`config.mk`:
```
export PLATFORM = sky130hd
export DESIGN_NAME = color_dispense_seq
export DESIGN_NICKNAME = d
export VERILOG_FILES = /design/src/rtl/color_dispense_seq.sv
export SDC_FILE = /design/constraint.sdc
export NUM_CORES = 1
export LEC_CHECK = 0
export CORE_UTILIZATION = 55
export CTS_CLUSTER_SIZE = 10
export DETAILED_ROUTE_END_ITERATION = 6
export MAX_ROUTING_LAYER = met4
export PLACE_DENSITY = 0.82
export SYNTH_ARGS = -nofsm -noshare
export SYNTH_HDL_FRONTEND = slang
export SYNTH_SLANG_ARGS = --single-unit
```
`constraint.sdc`:
```
create_clock -name clk -period 2.85 [get_ports clk]
set_input_delay 0.57 -clock clk [delete_from_list [all_inputs] [get_ports clk]]
set_output_delay 0.57 -clock clk [all_outputs]
set_load 0.05 [all_outputs]
```
`src/rtl/color_dispense_seq.sv`:
```
`default_nettype none
// ============================================================================
// Module   : color_dispense_seq
// Purpose  : Step-count sequencer in front of the red/yellow/blue stepper
//            drivers. Accepts one dispense request over valid/ready, then runs
//            open (N steps, dir=1), dwell (DWELL_TICKS steps, motors off),
//            close (N steps, dir=0) and a one-cycle DONE on the chosen motor.
// Ports    : clk, rst (async, active-low)
//            step_tick            - one-cycle strobe at the motor step rate
//            req_valid/req_ready  - request handshake (ready only in IDLE)
//            req_color, req_steps - colour (1 red, 2 yellow, 3 blue), N
//            abort                - level; returns the motor to its start
//            en_red/en_yellow/en_blue, dir - registered motor controls
//            busy, done, err      - status (done/err are one-cycle pulses)
// Revision : 1.0 - initial release
// ============================================================================
module color_dispense_seq #(
    parameter int STEP_W      = 10,
    parameter int DWELL_TICKS = 20,
    parameter int DWELL_W     = 8
) (
    input  logic              clk,
    input  logic              rst,
    input  logic              step_tick,
    input  logic              req_valid,
    input  logic [1:0]        req_color,
    input  logic [STEP_W-1:0] req_steps,
    output logic              req_ready,
    input  logic              abort,
    output logic              en_red,
    output logic              en_yellow,
    output logic              en_blue,
    output logic              dir,
    output logic              busy,
    output logic              done,
    output logic              err
);

    typedef enum logic [2:0] {
        S_IDLE  = 3'd0,
        S_FWD   = 3'd1,
        S_DWELL = 3'd2,
        S_REV   = 3'd3,
        S_DONE  = 3'd4
    } state_t;

    localparam logic [DWELL_W-1:0] c_dwell_last = DWELL_W'(DWELL_TICKS - 1);

    state_t              state_q, state_d;
    logic [STEP_W-1:0]   cnt_q, cnt_d;
    logic [STEP_W-1:0]   n_q, n_d;
    logic [1:0]          color_q, color_d;
    logic [DWELL_W-1:0]  dwell_q, dwell_d;
    logic [2:0]          en_q, en_d;
    logic                dir_q, dir_d;
    logic                done_q, done_d;
    logic                err_q, err_d;
    logic [STEP_W-1:0]   w_cnt_inc;

    always_ff @(posedge clk or negedge rst) begin
        if (!rst) begin
            state_q <= S_IDLE;
            cnt_q   <= '0;
            n_q     <= '0;
            color_q <= '0;
            dwell_q <= '0;
            en_q    <= '0;
            dir_q   <= 1'b0;
            done_q  <= 1'b0;
            err_q   <= 1'b0;
        end else begin
            state_q <= state_d;
            cnt_q   <= cnt_d;
            n_q     <= n_d;
            color_q <= color_d;
            dwell_q <= dwell_d;
            en_q    <= en_d;
            dir_q   <= dir_d;
            done_q  <= done_d;
            err_q   <= err_d;
        end
    end

    always_comb begin
        state_d   = state_q;
        cnt_d     = cnt_q;
        n_d       = n_q;
        color_d   = color_q;
        dwell_d   = dwell_q;
        done_d    = 1'b0;
        err_d     = 1'b0;
        // In FWD a same-cycle tick is counted before an abort is acted on.
        w_cnt_inc = cnt_q + STEP_W'(step_tick);

        case (state_q)
            S_IDLE: begin
                if (req_valid) begin
                    if (req_color == 2'd0 || req_steps == '0) begin
                        err_d = 1'b1;
                    end else begin
                        state_d = S_FWD;
                        color_d = req_color;
                        n_d     = req_steps;
                        cnt_d   = '0;
                    end
                end
            end
            S_FWD: begin
                cnt_d = w_cnt_inc;
                if (abort) begin
                    if (w_cnt_inc == '0) begin
                        state_d = S_DONE;
                        done_d  = 1'b1;
                    end else begin
                        state_d = S_REV;
                    end
                end else if (step_tick && w_cnt_inc == n_q) begin
                    state_d = S_DWELL;
                    dwell_d = '0;
                end
            end
            S_DWELL: begin
                if (abort) begin
                    state_d = S_REV;
                    cnt_d   = n_q;
                end else if (step_tick) begin
                    if (dwell_q == c_dwell_last) begin
                        state_d = S_REV;
                    end else begin
                        dwell_d = dwell_q + DWELL_W'(1);
                    end
                end
            end
            S_REV: begin
                if (step_tick) begin
                    cnt_d = cnt_q - STEP_W'(1);
                    if (cnt_q == STEP_W'(1)) begin
                        state_d = S_DONE;
                        done_d  = 1'b1;
                    end
                end
            end
            S_DONE: begin
                state_d = S_IDLE;
            end
            default: begin
                state_d = S_IDLE;
            end
        endcase

        // Motor controls are derived from the next state so they switch in
        // the same cycle as the state register.
        en_d = 3'b000;
        if (state_d == S_FWD || state_d == S_REV) begin
            case (color_d)
                2'd1:    en_d = 3'b001;
                2'd2:    en_d = 3'b010;
                2'd3:    en_d = 3'b100;
                default: en_d = 3'b000;
            endcase
        end

        dir_d = dir_q;
        case (state_d)
            S_FWD, S_DWELL: dir_d = 1'b1;
            S_REV, S_DONE:  dir_d = 1'b0;
            default:        dir_d = dir_q;
        endcase
    end

    assign req_ready = (state_q == S_IDLE);
    assign busy      = (state_q != S_IDLE);
    assign en_red    = en_q[0];
    assign en_yellow = en_q[1];
    assign en_blue   = en_q[2];
    assign dir       = dir_q;
    assign done      = done_q;
    assign err       = err_q;

endmodule
`default_nettype wire

```
==> metrics.csv, run 1 <==
stage,metric,value,unit
routing,number of remaining DRC errors,1,
final_layout,number of standard cells in the final layout excluding fillers,396,
pwr,maximum vdd ir drop,587.5,uV
flow_run,max-capacitance violation count,0,
synth,mux cell area share after synthesis,0.04159,
final_layout,Synth-to-Final Area Change,19.90,%
synth,combinational family with the most area after synthesis,simple AND/OR/NAND/NOR gates,
synth,"Seq/Total Area, Yosys",0.3686,
pwr,Gate power share,0.543,
critical_path,Crit path buffers/inverters,2,
timing,period utilization,0.9036,
floorplan,Chip Width,71.38,um
routing,routed wire length,7.319,mm
routing,vias post-DR,2514,
floorplan,floorplan die area,5095,um2
pwr,standby leakage power,1.357,nW
synth,"top cells by area, synth","dfrtp_1, o21ai_0, nand2_1",
critical_path,R2R setup slack,400,ps
critical_path,startpoint-to-endpoint class of the critical path,flip-flop to output port,
synth,syn_area_per_cell,8.624,um2
clock_network,clock sink count,39,
critical_path,"Arr. time, crit path",2010,ps
clock_network,clock tree from TritonCTS,built,
critical_path,Top Family by Delay on Critical Path,buffers and inverters,
synth,Synth top cells by count,"dfrtp_1, nand2_1, nor2_1",
global_routing,antenna violations before repair,0,
critical_path,required time of the critical path,2280,ps
clock_network,total CTS buffers,5,
timing,final-report max-slew violation count,0,
pwr,Pint,1.771,mW
critical_path,worst-path cell with the longest stage delay,clkdlybuf4s50_1,
timing,slew at the pin closest to its max-slew limit,865.7,ps
clock_network,Post-CTS Repair Setup Buffers,0,
timing,number of hold violations in the final report,0,
synth,synthesized-area fraction occupied by adder cells,0.02836,
outcome,status,"complete, but fails checks",
synth,post-synthesis instance area,2648,um2
final_layout,fillcell total,363,
synth,number of enable-type register cells in the synthesized netlist,0,
clock_network,clock-pin slew on the worst setup and hold paths,90,ps
timing,worst hold-check slack,375.2,ps
floorplan,number of top-level pins,25,
floorplan,number of rows in the core area,24,
synth,Synth Area in Compound Gates,0.1871,
final_layout,count of nets after finishing,366,
final_layout,total area of multi-input combinational cells,1553,um2
timing,final period demand of the worst path,2575,ps
min_path,hold crit path type,input port to asynchronous set/reset pin,
timing,final setup violation count,0,
synth,number of synthesized register bits,39,
synth,cell type with the highest aggregate area in the netlist,dfrtp_1,
global_routing,largest net degree at the start of global routing,40,
routing,drt pass-1 iters,7,
clock_network,Longest Clk Path Bufs,2,
placement,dpl cells,388,
synth,area share of the largest cell type after synthesis,0.3686,
synth,most used standard cell by instance count after synthesis,dfrtp_1,
critical_path,delay of the slowest cell on the worst path,790,ps
global_routing,global-route wire length before repair,12.27,mm
critical_path,element type at the critical path end,output port,
synth,Synth Instances,307,
clock_network,Worst-Skew Late Latency,300,ps
clock_network,level count of the clock H-tree,2,
pwr,power density over the cells,1029,nW/um2
critical_path,count of cell instances traversed by the critical path,3,
critical_path,"critical path, cell by cell",or3_1 -> inv_1 -> clkdlybuf4s50_1,
pwr,total power after layout,3.267,mW
timing,worst-case headroom to the max-slew limit,0.4229,
synth,total nets after synthesis,330,
global_routing,vias in the first global route,2407,
timing,Fin Setup TNS,0,ps
synth,share of flip-flops with an asynchronous set or reset after synthesis,1.000,
timing,timing-limited maximum frequency,388.3,MHz
synth,xor/xnor cell area share of the yosys netlist,0.05955,
critical_path,Critical R2R Launch,cnt_q[0],
timing,RSZ-0062 raised after global routing,false,
critical_path,Reg-to-Reg End,state_q[1],
outcome,violated checks,design-rule violations,
clock_network,root buffer cell,clkbuf_8,
routing,number of routed nets with antenna violations,0,
floorplan,vertical die dimension,71.38,um
placement,HPWL reported at the end of detailed placement,5.502,mm
global_routing,grt ovf,0,
routing,Avg Vias per Cell,6.348,
critical_path,peak fanout along the critical path,8,
placement,final estimated routing congestion in global placement,0.9801,
pwr,part of the total power dissipated in sequential elements,0.305,
pwr,relative contribution of the clock network to total power,0.152,
critical_path,cell depth of the worst flop-to-flop path,8,
final_layout,total area of sequential cells,975.9,um2
synth,post-synth cell types,59,
timing,Layout Skew,8.190,ps
routing,average wire length per cell after detail routing,18.48,um
final_layout,layout cell share with drive strength beyond 1,0.1599,
placement,port buffer count,24,
pwr,Switch Pwr,1.496,mW
critical_path,startpoint type of the worst setup path,flip-flop,
floorplan,CORE AREA,4504,um2
global_routing,overall global routing resource usage,0.3254,
synth,"Primary FF master, synth",dfrtp_1,
routing,number of violations reported at the end of detailed-routing iteration 0,253,
final_layout,Ant. Diodes,0,
synth,Yosys warning total,0,
floorplan,initial core utilization,0.5878,
pwr,Net Sw Frac,0.4580,
synth,"share of synthesized cell area in and, or, nand and nor gates",0.2642,
how the worst max path moves through the flow:
stage | endpoint | start | slack, ps
floorplan | dwell_q[0] | step_tick | 400
global placement | state_q[1] | step_tick | -240
detailed placement | state_q[1] | step_tick | -280
CTS | state_q[1] | step_tick | 3
global route | req_ready | state_q[2] | 210
finish | req_ready | state_q[2] | 270
state kept, by name, indices dropped and copies added, names as in the netlist:
name and cells:
cnt_q 10, color_q 2, dir 1, done 1, dwell_q 8, en_q 3, err 1, n_q 10
state_q 3
metal layers:
metal  vias up  track usage  wire length (um)
met5         -            -                 0
met4         0      0.06444                68
met3         9      0.04219               564
met2       103       0.5164              3426
met1      1205       0.4520              3259
li1       1197            -                 -
area by class of cell:
class | instances | area share
Multi-Input combinational cell | 238 | 0.4892
Timing Repair Buffer | 49 | 0.1340
Inverter | 10 | 0.01183
Clock buffer | 6 | 0.02602
Tap cell | 52 | 0.02050
Sequential cell | 39 | 0.3075
Clock inverter | 2 | 0.01104
repair_timing:
item | CTS | global route
endpoints found under the setup margin | 0 | 13
gates resized for setup | 0 | 6
hold buffers | 0 | 0
logic make-up (layout without fill, tap and decap cells):
group,after synthesis,count (layout)
DFF,39,39
muxes,10,10
xor gates and xnor gates,18,18
AOI/OAI and AO/OA,79,79
adders and majority gates,6,6
buffers and inverters,30,67
and+or+nand+nor,125,125
stage by stage:
stage,util,instance area (um2),setup slack (ps)
floorplan,-,2648,397.8
global placement,0.6747,3039,-239.2
detailed placement,0.6747,3039,-282.1
CTS,0.7008,3157,2.645
global route,0.7047,3174,215.0
finish,0.7047,3174,274.7
cells in the final DEF, fill, tap and decap left out, drive strengths merged, types with 3 or more instances in the layout:
cell	netlist	final
dfrtp	39	39
o21ai	27	27
buf	8	26
nand2	25	25
nor2	25	25
clkdlybuf4s50	0	22
a21oi	15	15
inv	10	10
xnor2	10	10
nor4	9	9
nand4	9	9
nand3	9	9
xor2	8	8
mux2	8	8
a31oi	7	7
nor3	7	7
a22oi	6	6
ha	6	6
clkbuf	12	6
and2	6	6
or3	5	5
nor2b	5	5
o22ai	5	5
and3	5	5
and4	3	3
nand2b	3	3
or4	3	3
power by group through the flow:
stage	logic, mW	registers (mW)	clock network [mW]
after floorplan	1.22	0.939	0
after global placement	1.71	0.988	0
after detailed placement	1.73	0.994	0
after CTS	1.74	0.982	0.499
after global routing	1.94	1.02	0.526
final	1.77	0.997	0.497
(Power assumes the default switching activity.)
==> inputs of run 2 (changes only) <==
--- a/config.mk
+++ b/config.mk
@@ -5,9 +5,11 @@
 export SDC_FILE = /design/constraint.sdc
 export NUM_CORES = 1
 export LEC_CHECK = 0
+export CAP_MARGIN = 20
 export CORE_UTILIZATION = 55
 export CTS_CLUSTER_SIZE = 10
 export DETAILED_ROUTE_END_ITERATION = 6
+export GPL_TIMING_DRIVEN = 0
 export MAX_ROUTING_LAYER = met4
 export PLACE_DENSITY = 0.82
 export SYNTH_ARGS = -nofsm -noshare
==> metrics.csv, run 2 (same netlist as run 1, synthesis figures left out) <==
stage,metric,value,unit,change
outcome,status,"complete, but fails checks",,
outcome,violated checks,design-rule violations,,
final_layout,"top library cells by usage in the layout, fill and taps aside","dfrtp_1, nand2_1, nor2_1, o21ai_0, clkdlybuf4s50_1",,
floorplan,number of top-level pins,25,,unchanged
routing,number of routed nets with antenna violations,0,,unchanged
critical_path,R2R setup slack,180,ps,-220 ps
clock_network,Post-CTS Hold Buffers,0,,unchanged
global_routing,grt ovf,0,,unchanged
pwr,maximum vdd ir drop,668.7,uV,+14%
timing,final period demand of the worst path,2744,ps,+168.8 ps
floorplan,floorplan die area,5095,um2,unchanged
placement,final estimated routing congestion in global placement,1.053,,+7.4%
routing,drt pass-1 iters,7,,unchanged
final_layout,count of nets after finishing,359,,-1.9%
clock_network,clock tree from TritonCTS,built,,
pwr,power density over the cells,997.1,nW/um2,-3.1%
global_routing,largest net degree at the start of global routing,40,,unchanged
pwr,standby leakage power,1.257,nW,-7.4%
routing,average wire length per cell after detail routing,17.39,um,-5.9%
routing,vias post-DR,2504,,-0.40%
timing,timing-limited maximum frequency,364.4,MHz,-6.2%
timing,number of hold violations in the final report,0,,unchanged
final_layout,Synth-to-Final Area Change,13.99,%,
placement,HPWL reported at the end of detailed placement,4.988,mm,-9.3%
timing,RSZ-0062 raised after global routing,false,,
final_layout,Top Registers,"cnt_q (10), n_q (10), dwell_q (8)",,
global_routing,overall global routing resource usage,0.2928,,-0.03264
placement,pre-CTS setup slack,-779.4,ps,-497.3 ps
clock_network,root buffer cell,clkbuf_8,,
floorplan,CORE AREA,4504,um2,unchanged
timing,Layout Skew,6.191,ps,-1.999 ps
clock_network,Worst-Skew Late Latency,290,ps,about the same
routing,Avg Vias per Cell,6.470,,+1.9%
pwr,total power after layout,3.009,mW,-7.9%
timing,period utilization,0.9629,,+0.05924
timing,slew at the pin closest to its max-slew limit,900.3,ps,+34.67 ps
final_layout,"most common cell after layout, fill and taps aside",dfrtp_1,,
final_layout,Ant. Diodes,0,,unchanged
min_path,hold crit path type,input port to asynchronous set/reset pin,,
clock_network,level count of the clock H-tree,2,,unchanged
global_routing,global-route wire length before repair,11.18,mm,-8.9%
global_routing,antenna violations before repair,0,,unchanged
final_layout,fillcell total,362,,-0.28%
floorplan,Chip Width,71.38,um,unchanged
timing,final-report max-slew violation count,0,,unchanged
routing,routed wire length,6.728,mm,-8.1%
critical_path,peak fanout along the critical path,9,,+1
floorplan,number of rows in the core area,24,,unchanged
critical_path,required time of the critical path,3070,ps,+790 ps
clock_network,clock sink count,39,,unchanged
timing,worst hold-check slack,393.3,ps,+18.06 ps
final_layout,layout cell share with drive strength beyond 1,0.1075,,-0.05242
placement,port buffer count,23,,-4.2%
critical_path,startpoint type of the worst setup path,input port,,
routing,number of remaining DRC errors,1,,unchanged
timing,final setup violation count,0,,unchanged
global_routing,vias in the first global route,2274,,-5.5%
critical_path,startpoint-to-endpoint class of the critical path,input port to flip-flop,,
critical_path,element type at the critical path end,flip-flop,,
floorplan,vertical die dimension,71.38,um,unchanged
clock_network,total CTS buffers,5,,unchanged
flow_run,max-capacitance violation count,0,,unchanged
clock_network,Longest Clk Path Bufs,2,,unchanged
timing,worst-case headroom to the max-slew limit,0.3998,,-0.02311
critical_path,"Arr. time, crit path",2960,ps,+950 ps
routing,number of violations reported at the end of detailed-routing iteration 0,271,,+7.1%
clock_network,clock-pin slew on the worst setup and hold paths,80,ps,about the same
floorplan,initial core utilization,0.5878,,unchanged
timing,final critical-path setup slack,105.8,ps,-168.8 ps
==> run 2: worst paths after layout <==
check	startpoint	to	depth (start not counted)
max	step_tick	state_q[1]	9
min	rst	cnt_q[4]	1
max reg2reg	cnt_q[0]	state_q[1]	8
min reg2reg	dwell_q[7]	dwell_q[7]	2
max in group asynchronous	rst	cnt_q[7]	1
min in group clk	dwell_q[7]	dwell_q[7]	2
==> run 2: power by group <==
group / internal (mW) / switching, mW
logic: 0.675 / 1.06
registers: 0.739 / 0.184
clock network: 0.163 / 0.192
total: 1.58 / 1.43
==> run 2: worst max-delay path, stage by stage <==
cell,delay [ps]
clkdlybuf4s15_2,310
ha_1,190
ha_1,290
and2_2,290
a31oi_1,100
a31oi_1,270
nand4_2,220
or4_1,570
a21oi_1,140
==> run 2: layout make-up <==
cell class              instances  area [um2]  share of cell area
clock inverters                 1       7.507            0.002488
plain buffers                  19       92.59             0.03068
flip-flops and latches         39       975.9              0.3234
multi-input cells             238        1546              0.5124
well taps                      52       65.06             0.02156
repair buffers                 23       224.0             0.07421
clock buffers                   5       68.82             0.02280
inverters                      10       37.54             0.01244
==> run 2: per-stage QoR <==
stage               TNS [ps]  instance area (um2)  instances  utilization
global placement       -9827                 2943        382       0.6533
floorplan                  0                 2648        307            -
global route               0                 3018        387       0.6700
CTS                        0                 3013        387       0.6689
detailed placement     -9939                 2938        382       0.6522
finish                     0                 3018        387       0.6700
==> run 2: what timing repair did <==
item / CTS / global route
buffers inserted: 0 / 0
gates resized for setup: 6 / 2
setup endpoints to repair: 15 / 12
pin swaps: 0 / 1
==> run 2: routing by layer <==
layer / part of all wire / up-vias / wire, um / GRT usage
met2: 0.47 / 112 / 3172 / 0.4603
met5: 0 / - / 0 / -
li1: - / 1185 / - / -
met4: 0.0088 / 0 / 59 / 0.07111
met1: 0.45 / 1198 / 3032 / 0.4005
met3: 0.069 / 9 / 465 / 0.04501
